==> src/rtl/burst_read_arbiter_pkg.sv <==
// Shared types and helpers for the burst read arbiter: FSM state encoding,
// default widths and the index-width helper used for owner/watchdog sizing.
package burst_arb_pkg;

    typedef enum logic [1:0] {
        IDLE  = 2'd0,
        GRANT = 2'd1,
        BURST = 2'd2
    } arb_state_t;

    localparam int DEF_NUM_REQ    = 3;
    localparam int DEF_ADDR_WIDTH = 32;
    localparam int DEF_DATA_WIDTH = 64;
    localparam int DEF_TIMEOUT    = 1024;

    // Width needed to index n items; never narrower than one bit.
    function automatic int idx_width(input int n);
        return (n > 1) ? $clog2(n) : 1;
    endfunction

endpackage

==> src/rtl/burst_read_arbiter_if.sv <==
// Bundle of the DMA-side request bus and the shared memory burst port.
// Handshake: a requester holds rd (and addr) until a cycle with wait_n high
// accepts it; valid and burst_done are single-cycle beat qualifiers with no
// backpressure, and dout is only meaningful while valid is high.
interface burst_read_arbiter_if #(
    parameter int NUM_REQ    = 3,
    parameter int ADDR_WIDTH = 32,
    parameter int DATA_WIDTH = 64
);

    logic [NUM_REQ-1:0]            req_rd;
    logic [NUM_REQ*ADDR_WIDTH-1:0] req_addr;
    logic [NUM_REQ-1:0]            req_wait_n;
    logic [NUM_REQ-1:0]            req_valid;
    logic [NUM_REQ-1:0]            req_burst_done;
    logic [DATA_WIDTH-1:0]         req_dout;

    logic                          mem_rd;
    logic [ADDR_WIDTH-1:0]         mem_addr;
    logic [DATA_WIDTH-1:0]         mem_dout;
    logic                          mem_wait_n;
    logic                          mem_valid;
    logic                          mem_burst_done;

    // Arbiter view: sinks requests and memory responses, sources the rest.
    modport slave (
        input  req_rd, req_addr,
        input  mem_dout, mem_wait_n, mem_valid, mem_burst_done,
        output req_wait_n, req_valid, req_burst_done, req_dout,
        output mem_rd, mem_addr
    );

    // Environment view: the DMA masters plus the memory controller.
    modport master (
        output req_rd, req_addr,
        output mem_dout, mem_wait_n, mem_valid, mem_burst_done,
        input  req_wait_n, req_valid, req_burst_done, req_dout,
        input  mem_rd, mem_addr
    );

endinterface

==> src/rtl/burst_read_arbiter_rr_pick.sv <==
// Combinational round-robin selector: first set request searching from
// last+1 upward with wrap-around.
module rr_pick
    import burst_arb_pkg::*;
#(
    parameter  int N = DEF_NUM_REQ,
    localparam int W = idx_width(N)
) (
    input  logic [N-1:0] req,
    input  logic [W-1:0] last,
    output logic         any,
    output logic [W-1:0] pick
);

    logic         found;
    logic [W-1:0] idx;

    always_comb begin
        any   = |req;
        pick  = '0;
        found = 1'b0;
        idx   = '0;
        for (int k = 1; k <= N; k++) begin
            int s;
            s = int'(last) + k;
            if (s >= N) s = s - N;
            idx = W'(s);
            if (!found && req[idx]) begin
                found = 1'b1;
                pick  = idx;
            end
        end
    end

endmodule

==> src/rtl/burst_read_arbiter.sv <==
// Shares one burst-read memory port between NUM_REQ DMA masters with
// round-robin grants held from command issue to burst end, plus a watchdog.
module burst_read_arbiter
    import burst_arb_pkg::*;
#(
    parameter  int NUM_REQ    = DEF_NUM_REQ,
    parameter  int ADDR_WIDTH = DEF_ADDR_WIDTH,
    parameter  int DATA_WIDTH = DEF_DATA_WIDTH,
    parameter  int TIMEOUT    = DEF_TIMEOUT,
    localparam int OW         = idx_width(NUM_REQ)
) (
    input  logic                 clock,
    input  logic                 reset,
    burst_read_arbiter_if.slave  bus,
    output logic [OW-1:0]        io_owner,
    output logic                 io_busy,
    output logic                 io_timeout,
    output arb_state_t           io_state
);

    localparam int WW = idx_width(TIMEOUT);

    arb_state_t            state_q, state_n;
    logic [OW-1:0]         owner_q;
    logic [OW-1:0]         last_q;
    logic [WW-1:0]         wd_q;
    logic                  timeout_q;
    logic [ADDR_WIDTH-1:0] addr_q;

    logic                  pick_any;
    logic [OW-1:0]         pick_idx;
    logic                  owner_rd;
    logic [ADDR_WIDTH-1:0] owner_addr;

    logic                  accept, withdraw, done, wd_fire;

    logic [NUM_REQ-1:0]    wait_v, valid_v, done_v;
    logic                  mem_rd_c;
    logic [ADDR_WIDTH-1:0] mem_addr_c;

    rr_pick #(.N(NUM_REQ)) u_pick (
        .req  (bus.req_rd),
        .last (last_q),
        .any  (pick_any),
        .pick (pick_idx)
    );

    assign owner_rd   = bus.req_rd[owner_q];
    assign owner_addr = bus.req_addr[int'(owner_q)*ADDR_WIDTH +: ADDR_WIDTH];

    always_ff @(posedge clock or negedge reset) begin
        if (!reset) state_q <= IDLE;
        else        state_q <= state_n;
    end

    always_comb begin
        state_n  = state_q;
        accept   = 1'b0;
        withdraw = 1'b0;
        done     = 1'b0;
        wd_fire  = 1'b0;
        case (state_q)
            IDLE: begin
                if (pick_any) state_n = GRANT;
            end
            GRANT: begin
                if (owner_rd && bus.mem_wait_n) begin
                    accept  = 1'b1;
                    state_n = BURST;
                end else if (!owner_rd) begin
                    withdraw = 1'b1;
                    state_n  = IDLE;
                end
            end
            BURST: begin
                // A burst end arriving on the watchdog limit cycle is a clean finish.
                if (bus.mem_burst_done) begin
                    done    = 1'b1;
                    state_n = IDLE;
                end else if (wd_q == WW'(TIMEOUT - 1)) begin
                    wd_fire = 1'b1;
                    state_n = IDLE;
                end
            end
            default: state_n = IDLE;
        endcase
    end

    always_ff @(posedge clock or negedge reset) begin
        if (!reset) begin
            owner_q   <= '0;
            last_q    <= OW'(NUM_REQ - 1);
            wd_q      <= '0;
            timeout_q <= 1'b0;
            addr_q    <= '0;
        end else begin
            if (state_q == IDLE && pick_any) owner_q <= pick_idx;
            if (accept) begin
                wd_q   <= '0;
                addr_q <= owner_addr;
            end else if (state_q == BURST && wd_q != '1) begin
                wd_q <= wd_q + 1'b1;
            end
            if (withdraw || done || wd_fire) last_q <= owner_q;
            if (wd_fire) timeout_q <= 1'b1;
        end
    end

    // Only the owner ever sees wait_n/valid/burst_done; beats outside BURST are dropped.
    always_comb begin
        wait_v     = '0;
        valid_v    = '0;
        done_v     = '0;
        mem_rd_c   = 1'b0;
        mem_addr_c = '0;
        case (state_q)
            GRANT: begin
                mem_rd_c        = owner_rd;
                mem_addr_c      = owner_addr;
                wait_v[owner_q] = bus.mem_wait_n;
            end
            BURST: begin
                mem_addr_c       = addr_q;
                valid_v[owner_q] = bus.mem_valid;
                done_v[owner_q]  = bus.mem_burst_done;
            end
            default: ;
        endcase
    end

    assign bus.req_wait_n     = wait_v;
    assign bus.req_valid      = valid_v;
    assign bus.req_burst_done = done_v;
    assign bus.req_dout       = DATA_WIDTH'(bus.mem_dout);
    assign bus.mem_rd         = mem_rd_c;
    assign bus.mem_addr       = mem_addr_c;

    assign io_owner   = owner_q;
    assign io_busy    = (state_q != IDLE);
    assign io_timeout = timeout_q;
    assign io_state   = state_q;

endmodule

==> src/flat_wrapper.sv <==
// flat-port wrapper written by rule: the top's interface ports become plain ports
module burst_read_arbiter_flat import burst_arb_pkg::*;
#(
    parameter  int NUM_REQ    = DEF_NUM_REQ,
    parameter  int ADDR_WIDTH = DEF_ADDR_WIDTH,
    parameter  int DATA_WIDTH = DEF_DATA_WIDTH,
    parameter  int TIMEOUT    = DEF_TIMEOUT,
    localparam int OW         = idx_width(NUM_REQ)
)
  (clock, reset, io_owner, io_busy, io_timeout, io_state, bus_req_rd, bus_req_addr, bus_mem_dout, bus_mem_wait_n, bus_mem_valid, bus_mem_burst_done, bus_req_wait_n, bus_req_valid, bus_req_burst_done, bus_req_dout, bus_mem_rd, bus_mem_addr);
  burst_read_arbiter_if #(.NUM_REQ(NUM_REQ), .ADDR_WIDTH(ADDR_WIDTH), .DATA_WIDTH(DATA_WIDTH)) bus_i ();
  input  logic clock;
  input  logic reset;
  output logic [OW-1:0] io_owner;
  output logic io_busy;
  output logic io_timeout;
  output arb_state_t io_state;
  input wire logic [$bits(bus_i.req_rd)-1:0] bus_req_rd;
  input wire logic [$bits(bus_i.req_addr)-1:0] bus_req_addr;
  input wire logic [$bits(bus_i.mem_dout)-1:0] bus_mem_dout;
  input wire logic [$bits(bus_i.mem_wait_n)-1:0] bus_mem_wait_n;
  input wire logic [$bits(bus_i.mem_valid)-1:0] bus_mem_valid;
  input wire logic [$bits(bus_i.mem_burst_done)-1:0] bus_mem_burst_done;
  output wire logic [$bits(bus_i.req_wait_n)-1:0] bus_req_wait_n;
  output wire logic [$bits(bus_i.req_valid)-1:0] bus_req_valid;
  output wire logic [$bits(bus_i.req_burst_done)-1:0] bus_req_burst_done;
  output wire logic [$bits(bus_i.req_dout)-1:0] bus_req_dout;
  output wire logic [$bits(bus_i.mem_rd)-1:0] bus_mem_rd;
  output wire logic [$bits(bus_i.mem_addr)-1:0] bus_mem_addr;
  assign bus_i.req_rd = bus_req_rd;
  assign bus_i.req_addr = bus_req_addr;
  assign bus_i.mem_dout = bus_mem_dout;
  assign bus_i.mem_wait_n = bus_mem_wait_n;
  assign bus_i.mem_valid = bus_mem_valid;
  assign bus_i.mem_burst_done = bus_mem_burst_done;
  assign bus_req_wait_n = bus_i.req_wait_n;
  assign bus_req_valid = bus_i.req_valid;
  assign bus_req_burst_done = bus_i.req_burst_done;
  assign bus_req_dout = bus_i.req_dout;
  assign bus_mem_rd = bus_i.mem_rd;
  assign bus_mem_addr = bus_i.mem_addr;
  burst_read_arbiter #(.NUM_REQ(NUM_REQ), .ADDR_WIDTH(ADDR_WIDTH), .DATA_WIDTH(DATA_WIDTH), .TIMEOUT(TIMEOUT)) u_core (.clock(clock), .reset(reset), .bus(bus_i), .io_owner(io_owner), .io_busy(io_busy), .io_timeout(io_timeout), .io_state(io_state));
endmodule
==> config.mk <==
export PLATFORM = sky130hd
export DESIGN_NAME = burst_read_arbiter_flat
export DESIGN_NICKNAME = d
export VERILOG_FILES = /design/src/rtl/burst_read_arbiter_pkg.sv /design/src/rtl/burst_read_arbiter_if.sv /design/src/rtl/burst_read_arbiter_rr_pick.sv /design/src/rtl/burst_read_arbiter.sv /design/src/flat_wrapper.sv
export SDC_FILE = /design/constraint.sdc
export NUM_CORES = 1
export LEC_CHECK = 0
export BUFFER_PORTS_ARGS = -buffer_cell sky130_fd_sc_hd__clkbuf_2
export CAP_MARGIN = 20
export CORE_AREA = 2 2 108 110
export DETAILED_ROUTE_END_ITERATION = 8
export DIE_AREA = 0 0 110 112
export GPL_ROUTABILITY_DRIVEN = 0
export PLACE_DENSITY = 0.73
export SYNTH_ARGS = -nofsm -noshare
export SYNTH_HDL_FRONTEND = slang
export SYNTH_HIERARCHICAL = 1
export SYNTH_SLANG_ARGS = --single-unit
==> constraint.sdc <==
create_clock -name clock -period 2.2 [get_ports clock]
set_input_delay 0.66 -clock clock [delete_from_list [all_inputs] [get_ports clock]]
set_output_delay 0.66 -clock clock [all_outputs]
set_load 0.02 [all_outputs]
==> After elaboration in Yosys (flattened, before gate mapping) <==
Index checks and enable logic that the tools add are counted.
{ "classes": {"addsub": 7, "order_cmp": 8, "eq_ne": 7, "n_shift": 1, "mux": 41, "bitwise": 3, "reduce_logical": 15} }
{ "ops": {"columns": ["operator", "n"], "rows": [
  ["$shiftx A96 B8 Y32", 1],
  ["$pmux W32 S2", 1],
  ["$mux W2", 11],
  ["$mux W10", 2],
  ["$mux W1", 18],
  ["$lt A2 B3 Y1 const B", 4],
  ["$add A10 B1 Y10 const B", 1],
  ["$eq A10 B10 Y1 const B", 1],
  ["$ne A10 B10 Y1 const B", 1],
  ["$and A3 B3 Y3", 3],
  ["$ge A3 B2 Y1 const B", 3],
  ["$mux W3", 3],
  ["$bmux W1 S2", 4],
  ["$add A2 B2 Y3 const B", 2],
  ["$logic_and A1 B1 Y1", 6],
  ["$pmux W2 S3", 1],
  ["$sub A2 B2 Y2 const B", 3],
  ["$reduce_bool A2 Y1", 2],
  ["$add A2 B1 Y3 const B", 1],
  ["$ne A3 B2 Y1 const B", 1],
  ["$ne A3 B3 Y1 const B", 1],
  ["$reduce_and A3 Y1", 1],
  ["$reduce_or A3 Y1", 1],
  ["$demux W1 S2", 1],
  ["7 further kinds", 9]
]} }
{ "totals": {"regBits": 49, "inputBits": 168, "output_inout_bits": 112, "word_cells": 88} }

==> Depth between registers and ports, before layout <==
Gate-level depths: netlist (run 1).
{ "logic_depth": {"ltp_word": 12, "depth_mapped": 7, "depth_no_buf": 6} }

==> By module <==
Netlist (run 1), hierarchy kept.
{ "by_module_without_submodules": {"columns": ["module", "n_inst", "cells_per_inst", "area_each_um2", "seq_area_each_um2"], "rows": [
  ["burst_read_arbiter", 1, 395, 4023.9, 1227.4],
  ["rr_pick", 1, 17, 115.1, 0.0]
]} }

==> Least setup slack after synthesis (run 1) <==
Ideal clock, no wire load.
{ "synth_timing": {"kind": "flip-flop to output port", "from": "register u_core.state_q[0], in the netlist u_core/io_state[0]", "to": "output port bus_req_burst_done[0]", "arrival_ps": 1867, "required_ps": 1540, "slack_ps": -327, "stages_incl_launch_ff": 7, "n_path_buf": 2, "cell_sequence": "dfrtp_1 -> inv_1 -> ha_1 -> buf_2 -> buf_1 -> nand2_1 -> nor3_1"} }
{ "synth_via": {"elab_chain_cells": 2} }
{ "synth_lines": {"columns": ["element", "line_no", "rtl"], "rows": [
  ["start, declared", "burst_read_arbiter.sv:23", "arb_state_t state_q, state_n;"],
  ["start signal, assigned", "burst_read_arbiter.sv:53", "else state_q <= state_n;"],
  ["$eq A2 B2 Y1", "burst_read_arbiter.sv:116", "case (state_q)"],
  ["$mux W3", "burst_read_arbiter.sv:116", null],
  ["end, declared", "flat_wrapper.sv:26", "output wire logic [$bits(bus_i.req_burst_done)-1:0] bus_req_burst_done;"]
]} }
No other way between the ends.

==> Worst setup path in the final report (run 1) <==
{ "layout_timing": {"from": "register u_core.owner_q[1], in the netlist u_core/io_owner[1]", "to": "output port bus_mem_addr[31]"} }
{ "layout_via": {"elab_chain_cells": 2} }
{ "layout_lines": {"columns": ["element", "line_no", "rtl"], "rows": [
  ["start, declared", "burst_read_arbiter.sv:24", "logic [OW-1:0] owner_q;"],
  ["start signal, assigned", "burst_read_arbiter.sv:97", "if (state_q == IDLE && pick_any) owner_q <= pick_idx;"],
  ["$shiftx A96 B8 Y32", "burst_read_arbiter.sv:49", "assign owner_addr = bus.req_addr[int'(owner_q)*ADDR_WIDTH +: ADDR_WIDTH];"],
  ["$pmux W32 S2", "burst_read_arbiter.sv:116", null],
  ["end, declared", "flat_wrapper.sv:29", "output wire logic [$bits(bus_i.mem_addr)-1:0] bus_mem_addr;"]
]} }
No other way between the ends.

==> results of run 1 <==
==> cell families after synthesis <==
group                      Yosys count  synth area share
adders and majority gates            8            0.0242
and+or+nand+nor                     85             0.120
xor gates and xnor gates             3           0.00635
AOI/OAI and AO/OA                   91             0.175
DFF                                 49             0.297
buffers and inverters              104             0.165
muxes                               72             0.213
==> timing repair <==
action	4_1_cts	5_1_grt
pin swaps	0	8
endpoints found under the setup margin	42	42
buffers inserted	5	3
gates resized for setup	82	83
gates cloned	1	2
==> metrics by stage <==
| stage | setup slack (ns) | cell area (um2) | util |
|---|---|---|---|
| floorplan | -0.0217 | 4270 | - |
| global placement | 0.0700 | 4770 | 0.427 |
| detailed placement | 0.0691 | 4770 | 0.427 |
| CTS | -0.207 | 5310 | 0.475 |
| global route | -0.297 | 5690 | 0.509 |
| finish | -0.220 | 5690 | 0.509 |
==> worst reg2reg max path, delay by kind of cell (launching register included) <==
family / cells / cell delay, ns
mux: 1 / 0.35
simple gates: 1 / 0.14
flops: 1 / 0.44
compound gates: 2 / 0.38
fa+ha+maj: 1 / 0.19
buf+inv: 4 / 0.43
==> power by group through the flow <==
| stage | registers [mW] | logic, mW | clock network (mW) |
|---|---|---|---|
| after floorplan | 1.53 | 3.25 | 0 |
| after global placement | 1.56 | 4.13 | 0 |
| after detailed placement | 1.56 | 4.22 | 0 |
| after CTS | 1.59 | 4.81 | 0.851 |
| after global routing | 1.67 | 5.68 | 0.883 |
| final | 1.62 | 5.31 | 0.817 |
==> registers in the layout (all words and copies together), names as in the netlist <==
name,count
u_core/addr_q,32
u_core/wd_q,10
u_core/io_owner,2
u_core/io_state,2
u_core/last_q,2
u_core/io_timeout,1
==> per-layer routing <==
| layer | up-vias | GRT usage | share of wire |
|---|---|---|---|
| met3 | 35 | 0.0357 | 0.059 |
| met4 | 0 | 0.0692 | 0.022 |
| met2 | 130 | 0.319 | 0.53 |
| met5 | - | 0 | 0 |
| li1 | 1603 | - | - |
| met1 | 1670 | 0.216 | 0.39 |
==> cells in the final DEF (no fill, tap or decap), types with 6 or more instances in the layout <==
cell type	instances
clkbuf_2	112
dfrtp_1	44
nor2b_2	31
mux2_4	30
buf_4	22
mux2i_1	22
o2bb2ai_2	18
a22oi_1	17
a22oi_2	16
mux2i_2	13
o2bb2ai_1	13
clkbuf_8	12
buf_12	11
buf_6	10
nor2_1	9
inv_1	8
clkbuf_16	7
nand3_1	6
a21oi_1	6
ha_1	6
==> how the worst max path moves through the flow <==
stage,from,to,slack [ns]
floorplan,u_core/io_owner[0],bus_mem_addr[10],-0.02
global placement,u_core/io_owner[1],bus_mem_addr[24],0.07
detailed placement,u_core/io_owner[1],bus_mem_addr[24],0.07
CTS,u_core/io_owner[1],bus_mem_addr[24],-0.21
global route,u_core/io_owner[1],bus_mem_addr[0],-0.30
finish,u_core/io_owner[1],bus_mem_addr[31],-0.22
==> final cells by class <==
| type | instances | area [um2] | share of cell area |
|---|---|---|---|
| flip-flops and latches | 49 | 1230 | 0.217 |
| inverters | 11 | 43.8 | 0.00770 |
| clock inverters | 3 | 28.8 | 0.00506 |
| multi-input cells | 259 | 2680 | 0.471 |
| clock buffers | 5 | 125 | 0.0220 |
| repair buffers | 179 | 1400 | 0.246 |
| well taps | 143 | 179 | 0.0315 |
==> impl_metrics.env, run 1 <==
export IMPL_drt_iter0_markers=187
export IMPL_ys_seq_elements=49
export IMPL_report_power_total_mw=7.75
export IMPL_path_cells="buf_8 > mux2i_2 > o2bb2ai_1 > a22oi_1 > nor2b_2 > clkbuf_2"
export IMPL_clk_latency_ns=0.30
export IMPL_timing_rr_start="u_core/io_state[0]"
export IMPL_synth_top_area_share=0.290
export IMPL_power_frac_seq=0.209
export IMPL_failed_checks="setup timing"
export IMPL_whs_ns=0.363
export IMPL_viasPerCell=5.30
export IMPL_clkTransAtPathRegs_ns=0.08
export IMPL_drc_errors=0
export IMPL_power_density_mw_per_mm2=1360
export IMPL_dpl_cell_count=630
export IMPL_hpwlAfterDp_um=7670
export IMPL_ys_async_sr_fraction=1.00
export IMPL_cts_made_buffers=5
export IMPL_synth_edff_count=0
export IMPL_antenna_found_initial=0
export IMPL_critPathCaptureType="primary output"
export IMPL_run_status="complete, but fails checks"
export IMPL_clkPwrFrac=0.105
export IMPL_tns_ns=-5.81
export IMPL_cts_path_max_buffers=2
export IMPL_core_mm2=0.0112
export IMPL_cp_top_family="flip-flops"
export IMPL_fin_worst_skew_ns=0.00843
export IMPL_ys_warn_count=6
export IMPL_dieArea_mm2=0.0123
export IMPL_crit_required_ns=1.54
export IMPL_yosysSeqAreaShare=0.297
export IMPL_r2r_slack_ns=0.14
export IMPL_die_h_um=112
export IMPL_drt_wl_total_um=11700
export IMPL_critPathMaxFanout=9
export IMPL_cp_depth=6
export IMPL_crit_buf_inv=2
export IMPL_sw_frac_of_total=0.422
export IMPL_synthDistinctLibCells=49
export IMPL_netlist_instances=412
export IMPL_grt_pass1_vias=3536
export IMPL_grt_setup_unrepaired="true"
export IMPL_power_leakage_nw=2.54
export IMPL_cts_sinks=49
export IMPL_min_period_over_period=1.10
export IMPL_internal_power_mw=4.48
export IMPL_yosys_top_cells_area="dfrtp_1 29%, buf_4 12%, mux2_4 11%, mux2i_1 8.5%, o2bb2ai_1 6.8%"
export IMPL_maxSlewViolCount=0
export IMPL_max_freq_mhz=413
export IMPL_wl_per_cell_um=18.1
export IMPL_hold_buffers=0
export IMPL_drtAntennaViolNets=0
export IMPL_synth_common_cells="65 x buf_4, 48 x dfrtp_1, 35 x mux2i_1, 35 x nor2b_1"
export IMPL_rr_endpoint="u_core/io_state[0]"
export IMPL_reg2reg_depth=9
export IMPL_synthToLayoutAreaGrowth_pct=37.4
export IMPL_vdd_drop_max_mv=0.738
export IMPL_syn_nets=588
export IMPL_relSlewSlack=0.715
export IMPL_synth_most_common_cell="buf_4"
export IMPL_arrival_ns=1.76
export IMPL_synth_ff_type="dfrtp_1"
export IMPL_worst_path_max_delay_cell="dfrtp_2"
export IMPL_grt_pass1_wl_um=17500
export IMPL_comb_power_share=0.685
export IMPL_instances_no_fill=649
export IMPL_grt_max_degree=50
export IMPL_maxCapViolations=0
export IMPL_synth_largest_area_cell="dfrtp_1"
export IMPL_num_antenna_cells=0
export IMPL_final_nets=681
export IMPL_hp_class="input pin to async pin"
export IMPL_power_switching_mw=3.27
export IMPL_drive_above_1_share=0.650
export IMPL_fin_ws_ns=-0.220
export IMPL_syn_avg_cell_area_um2=10.0
export IMPL_finalSetupViolCount=38
export IMPL_cp_start_kind="register"
export IMPL_ios=280
export IMPL_vias=3438
export IMPL_fillCellCount=994
export IMPL_fp_row_count=39
export IMPL_worst_slew_pin_slew_ns=0.425
export IMPL_cts_tree="done"
export IMPL_start_util=0.370
export IMPL_grt_overflow_total=0
export IMPL_syn_area_mm2=0.00414
export IMPL_crit_path_max_incr_delay_ns=0.47
export IMPL_track_usage=0.182
export IMPL_portBuffers=151
export IMPL_finalHoldViolations=0
export IMPL_root_buffer="clkbuf_16"
export IMPL_first_pass_iters=4
export IMPL_die_x_um=110
export IMPL_crit_type="register to primary output"
export IMPL_h_tree_depth=2
export IMPL_period_needed_ns=2.42
Note: power is estimated with default switching activity, not from simulation.
==> inputs of run 2 (changes only) <==
--- a/config.mk
+++ b/config.mk
@@ -7,11 +7,11 @@
 export LEC_CHECK = 0
 export BUFFER_PORTS_ARGS = -buffer_cell sky130_fd_sc_hd__clkbuf_2
 export CAP_MARGIN = 20
-export CORE_AREA = 2 2 108 110
+export CORE_MARGIN = 4
+export CORE_UTILIZATION = 40
 export DETAILED_ROUTE_END_ITERATION = 8
-export DIE_AREA = 0 0 110 112
 export GPL_ROUTABILITY_DRIVEN = 0
-export PLACE_DENSITY = 0.73
+export PLACE_DENSITY = 0.77
 export SYNTH_ARGS = -nofsm -noshare
 export SYNTH_HDL_FRONTEND = slang
 export SYNTH_HIERARCHICAL = 1
==> run 2 against run 1 <==
  * Die area is 2.3% lower
  * Final cell count is 0.62% lower
  * Clock power is 37% lower
  * The flow still finishes with violations (setup timing)
  * Core utilization is 4.9 points higher
  * Design area is 2.8% lower
  * First-iteration DRC count is 2.1% lower
  * Non-clock buffer count is 6 higher
  * Power is 5.1% lower
  * Combinational power is 0.9% lower
  * Critical path depth is 1 higher
  * Via count is 0.90% higher
==> impl_metrics.env, run 2 (synthesized netlist as in run 1, its figures left out) <==
export IMPL_place_area_mm2=0.00481
export IMPL_wl_per_cell_um=18.1
export IMPL_whs_ns=0.325
export IMPL_run_status="complete, but fails checks"
export IMPL_critPathMaxFanout=11
export IMPL_crit_required_ns=1.54
export IMPL_cts_path_max_buffers=2
export IMPL_num_antenna_cells=0
export IMPL_maxCapViolations=0
export IMPL_cp_start_kind="register"
export IMPL_cts_made_buffers=5
export IMPL_drive_above_1_share=0.607
export IMPL_final_nets=687
export IMPL_root_buffer="clkbuf_8"
export IMPL_report_power_total_mw=7.35
export IMPL_worst_slew_pin_slew_ns=0.534
export IMPL_clkTransAtPathRegs_ns=0.09
export IMPL_relSlewSlack=0.644
export IMPL_ios=280
export IMPL_fin_worst_skew_ns=0.00700
export IMPL_largest_register_ffs=32
export IMPL_pre_cts_slack_ns=-0.0142
export IMPL_start_util=0.418
export IMPL_fin_ws_ns=-0.254
export IMPL_vdd_drop_max_mv=0.629
export IMPL_tns_ns=-6.25
export IMPL_power_density_mw_per_mm2=1330
export IMPL_grt_max_degree=32
export IMPL_clk_latency_ns=0.30
export IMPL_first_pass_iters=4
export IMPL_antenna_found_initial=0
export IMPL_hp_class="input pin to async pin"
export IMPL_largest_registers="u_core/addr_q: 32 flops, u_core/wd_q: 10 flops"
export IMPL_viasPerCell=5.38
export IMPL_arrival_ns=1.79
export IMPL_grt_overflow_total=0
export IMPL_top_register="u_core/addr_q"
export IMPL_vias=3469
export IMPL_final_common_cell="clkbuf_2"
export IMPL_drtAntennaViolNets=0
export IMPL_crit_type="register to primary output"
export IMPL_cts_sinks=49
export IMPL_failed_checks="setup timing"
export IMPL_track_usage=0.182
export IMPL_die_x_um=110
export IMPL_die_h_um=110
export IMPL_critPathCaptureType="primary output"
export IMPL_period_needed_ns=2.45
export IMPL_hpwlAfterDp_um=8140
export IMPL_drc_errors=0
export IMPL_finalHoldViolations=0
export IMPL_dieArea_mm2=0.0120
export IMPL_grt_pass1_vias=3425
export IMPL_reg2reg_depth=7
export IMPL_min_period_over_period=1.12
export IMPL_core_mm2=0.00991
export IMPL_final_cell_mix="109 x clkbuf_2, 45 x dfrtp_1, 31 x nor2b_2, 30 x mux2i_1, 30 x mux2_4"
export IMPL_power_leakage_nw=2.49
export IMPL_synthToLayoutAreaGrowth_pct=33.5
export IMPL_grt_pass1_wl_um=17300
export IMPL_grt_setup_unrepaired="true"
export IMPL_portBuffers=151
export IMPL_finalSetupViolCount=36
export IMPL_r2r_slack_ns=0.20
export IMPL_drt_wl_total_um=11700
export IMPL_stdcell_area_mm2=0.00553
export IMPL_fp_row_count=36
export IMPL_maxSlewViolCount=0
export IMPL_cts_tree="done"
export IMPL_max_freq_mhz=407
export IMPL_drt_iter0_markers=183
export IMPL_h_tree_depth=2
==> run 2: changes by cell type in the layout (fill, tap and decap cells not counted), moves of 6 or more <==
cell	previous run	this run
clkbuf_4	5	16
mux2i_2	13	3
mux2i_1	22	30
clkbuf_16	7	0
o2bb2ai_1	13	20
o2bb2ai_2	18	11
buf_6	10	4
==> run 2: repair_timing <==
action / 4_1_cts / 5_1_grt
cloned: 2 / 0
hold buffers: 0 / 0
pin swaps: 7 / 16
setup endpoints to repair: 42 / 42
setup buffers: 10 / 6
hold endpoints to repair: 0 / 0
gates resized for setup: 72 / 53
==> run 2: cell type report <==
class	instances	area (um2)
Fill cell	862	4380
Multi-Input combinational cell	259	2600
Inverter	11	41.3
Sequential cell	49	1230
Timing Repair Buffer	185	1410
Clock buffer	8	80.1
Tap cell	133	166
==> run 2: worst max-delay path, cell delays in order, from the launching register on <==
cell,delay [ns]
dfrtp_2,0.46
nor2b_4,0.16
buf_12,0.12
buf_12,0.14
o2bb2ai_1,0.18
a22oi_1,0.14
nor2b_2,0.13
buf_2,0.16
==> run 2: metal layers <==
metal  track usage  share of wire
met1         0.217           0.39
met2         0.321           0.51
met3        0.0388          0.070
met4        0.0668          0.023
met5             0              0
==> run 2: power breakdown <==
group	internal [mW]	total (mW)	leakage (nW)	switching, mW
registers	1.29	1.57	0.613	0.282
logic	2.74	5.26	1.84	2.53
clock network	0.227	0.515	0.0395	0.288
==> run 2: path summary, 6_finish.rpt <==
path,from,end
setup / recovery,u_core/io_owner[1],bus_mem_addr[10]
hold / removal,reset,u_core/io_timeout
setup reg to reg,u_core/io_owner[1],u_core/addr_q[0]
hold reg to reg,u_core/io_timeout,u_core/io_timeout
max in group asynchronous,reset,u_core/addr_q[26]
min in group clock,u_core/io_timeout,u_core/io_timeout
==> run 2: per-stage QoR <==
stage,instances,utilization
after floorplan,412,-
after global routing,645,0.558
after CTS,640,0.536
final,645,0.558
after global placement,620,0.485
after detailed placement,620,0.485
==> inputs of run 3 (changes only) <==
--- a/config.mk
+++ b/config.mk
@@ -11,7 +11,8 @@
 export CORE_UTILIZATION = 40
 export DETAILED_ROUTE_END_ITERATION = 8
 export GPL_ROUTABILITY_DRIVEN = 0
-export PLACE_DENSITY = 0.77
+export PLACE_DENSITY_LB_ADDON = 0.12
+export SETUP_SLACK_MARGIN = 0.1
 export SYNTH_ARGS = -nofsm -noshare
 export SYNTH_HDL_FRONTEND = slang
 export SYNTH_HIERARCHICAL = 1
==> run 3 against run 2 <==
  * First-iteration DRC count fell by 22%
  * Fmax about the same
  * Hold slack got worse by 0.059 ns
  * The flow still finishes with violations (setup timing)
  * Sequential share of layout area hardly changed
  * Register-to-register slack hardly changed
  * Power grew 1.9%
  * Clock-buffer cell count shrank 1
  * Via count is 0.49% lower
  * Global-route usage rose by 1.2 points
  * Critical path depth fell by 1
  * Largest power group unchanged
==> impl_metrics.env, run 3 (synthesized netlist as in run 1, its figures left out) <==
export IMPL_finalHoldViolations=0
export IMPL_dpl_cell_count=620
export IMPL_timing_rr_start="u_core/io_owner[1]"
export IMPL_cts_made_buffers=5
export IMPL_crit_end="bus_mem_addr[10]"
export IMPL_wl_per_cell_um=18.0
export IMPL_top_register="u_core/addr_q"
export IMPL_cts_tree="done"
export IMPL_hp_class="input pin to async pin"
export IMPL_final_nets=689
export IMPL_failed_checks="setup timing"
export IMPL_drc_errors=0
export IMPL_start_util=0.418
export IMPL_cts_path_max_buffers=2
export IMPL_arrival_ns=1.79
export IMPL_grt_max_degree=37
export IMPL_clk_latency_ns=0.30
export IMPL_antenna_found_initial=0
export IMPL_final_cell_mix="124 x clkbuf_2, 45 x dfrtp_1, 31 x nor2b_2, 30 x mux2_4, 25 x mux2i_1"
export IMPL_critPathCaptureType="primary output"
export IMPL_die_h_um=110
export IMPL_fin_ws_ns=-0.255
export IMPL_cts_sinks=49
export IMPL_grt_pass1_wl_um=18100
export IMPL_power_leakage_nw=2.53
export IMPL_instances_no_fill=648
export IMPL_reg2reg_depth=7
export IMPL_power_density_mw_per_mm2=1360
export IMPL_drt_iter0_markers=143
export IMPL_critPathMaxFanout=25
export IMPL_drive_above_1_share=0.630
export IMPL_crit_required_ns=1.54
export IMPL_drt_wl_total_um=11700
export IMPL_period_needed_ns=2.45
export IMPL_dieArea_mm2=0.0120
export IMPL_pre_cts_slack_ns=-0.0330
export IMPL_min_period_over_period=1.12
export IMPL_seqCellArea_mm2=0.00123
export IMPL_multiInputGateArea_mm2=0.00262
export IMPL_hpwlAfterDp_um=8690
export IMPL_vias=3452
export IMPL_largest_registers="u_core/addr_q: 32 flops, u_core/wd_q: 10 flops"
export IMPL_run_status="complete, but fails checks"
export IMPL_grt_pass1_vias=3574
export IMPL_fp_row_count=36
export IMPL_vdd_drop_max_mv=0.832
export IMPL_relSlewSlack=0.681
export IMPL_worst_slew_pin_slew_ns=0.476
export IMPL_worst_path_max_delay_cell="dfrtp_2"
export IMPL_die_x_um=110
export IMPL_viasPerCell=5.33
export IMPL_stdcell_area_mm2=0.00553
export IMPL_clkTransAtPathRegs_ns=0.10
export IMPL_rr_endpoint="u_core/addr_q[0]"
export IMPL_track_usage=0.194
export IMPL_crit_path_max_incr_delay_ns=0.44
export IMPL_maxCapViolations=0
export IMPL_ios=280
export IMPL_grt_setup_unrepaired="true"
export IMPL_grt_overflow_total=0
export IMPL_fin_worst_skew_ns=0.00988
export IMPL_r2r_slack_ns=0.19
export IMPL_largest_register_ffs=32
export IMPL_core_mm2=0.00991
export IMPL_first_pass_iters=4
export IMPL_finalSetupViolCount=36
export IMPL_synthToLayoutAreaGrowth_pct=33.6
export IMPL_max_freq_mhz=407
export IMPL_final_common_cell="clkbuf_2"
export IMPL_root_buffer="clkbuf_8"
export IMPL_drtAntennaViolNets=0
export IMPL_cp_start_kind="register"
export IMPL_maxSlewViolCount=0
export IMPL_place_area_mm2=0.00481
export IMPL_crit_type="register to primary output"
export IMPL_cp_startpoint="u_core/io_owner[1]"
export IMPL_portBuffers=151
export IMPL_fillCellCount=887
export IMPL_tns_ns=-6.10
export IMPL_path_cells="buf_12 > mux2i_2 > o2bb2ai_2 > a22oi_1 > nor2b_2 > buf_2"
export IMPL_h_tree_depth=2
## run 3: cell count changes in the layout (fill, tap and decap cells not counted), moves of 4 or more
cell       change
clkbuf_4      -12
buf_8          -5
mux2i_2        +6
o2bb2ai_2      +4
clkbuf_2      +15
mux2i_1        -5
## run 3: final cells by class
| cell class | count | share of cell area |
|---|---|---|
| Timing Repair Buffer | 187 | 0.245 |
| Multi-Input combinational cell | 259 | 0.473 |
| Tap cell | 133 | 0.0301 |
| Sequential cell | 49 | 0.223 |
| Clock buffer | 7 | 0.0156 |
| Antenna cell | 1 | 0.000452 |
| Clock inverter | 1 | 0.00543 |
| Inverter | 11 | 0.00792 |
## run 3: worst min-delay path by stage
stage / startpoint / end / cells past startpoint
after floorplan: reset / u_core/addr_q[0] / 0
after global placement: u_core/io_timeout / u_core/io_timeout / 1
after detailed placement: u_core/io_timeout / u_core/io_timeout / 1
after CTS: reset / u_core/addr_q[16] / 1
after global routing: reset / u_core/addr_q[11] / 1
final: reset / u_core/addr_q[11] / 1
## run 3: report_power, final
| part | switching, mW | internal (mW) | total [mW] |
|---|---|---|---|
| combinational | 2.54 | 2.69 | 5.23 |
| sequential | 0.291 | 1.29 | 1.58 |
| clock | 0.309 | 0.371 | 0.681 |
| total | 3.14 | 4.35 | 7.50 |
## run 3: what timing repair did
item | 4_1_cts | 5_1_grt
buffers inserted | 17 | 1
hold endpoints to repair | 0 | 0
pin swaps | 18 | 8
hold buffers | 0 | 0
cloned | 1 | 0
setup endpoints to repair | 42 | 42
gates resized for setup | 69 | 39
## run 3: stage by stage
step / power (mW) / hold WS (ns) / util
final: 7.50 / 0.265 / 0.558
after CTS: 7.35 / 0.266 / 0.543
after detailed placement: 5.99 / 0.463 / 0.485
after floorplan: 4.86 / 0.364 / -
after global placement: 5.95 / 0.467 / 0.485
after global routing: 7.97 / 0.282 / 0.558
## run 3: per-layer routing
layer	up-vias	share of wire	GRT usage	routed length, um
met5	-	0	0	0
met2	142	0.51	0.343	5920
met1	1659	0.41	0.229	4760
met3	26	0.071	0.0546	827
li1	1625	-	-	-
met4	0	0.015	0.0552	179
## run 3: worst max-delay path: cells and delay by family (launching register included)
kind                   cells  cell delay, ns
DFF                        1            0.44
buffers and inverters      2            0.38
AOI/OAI and AO/OA          2            0.31
muxes                      1            0.26
and+or+nand+nor            1            0.08
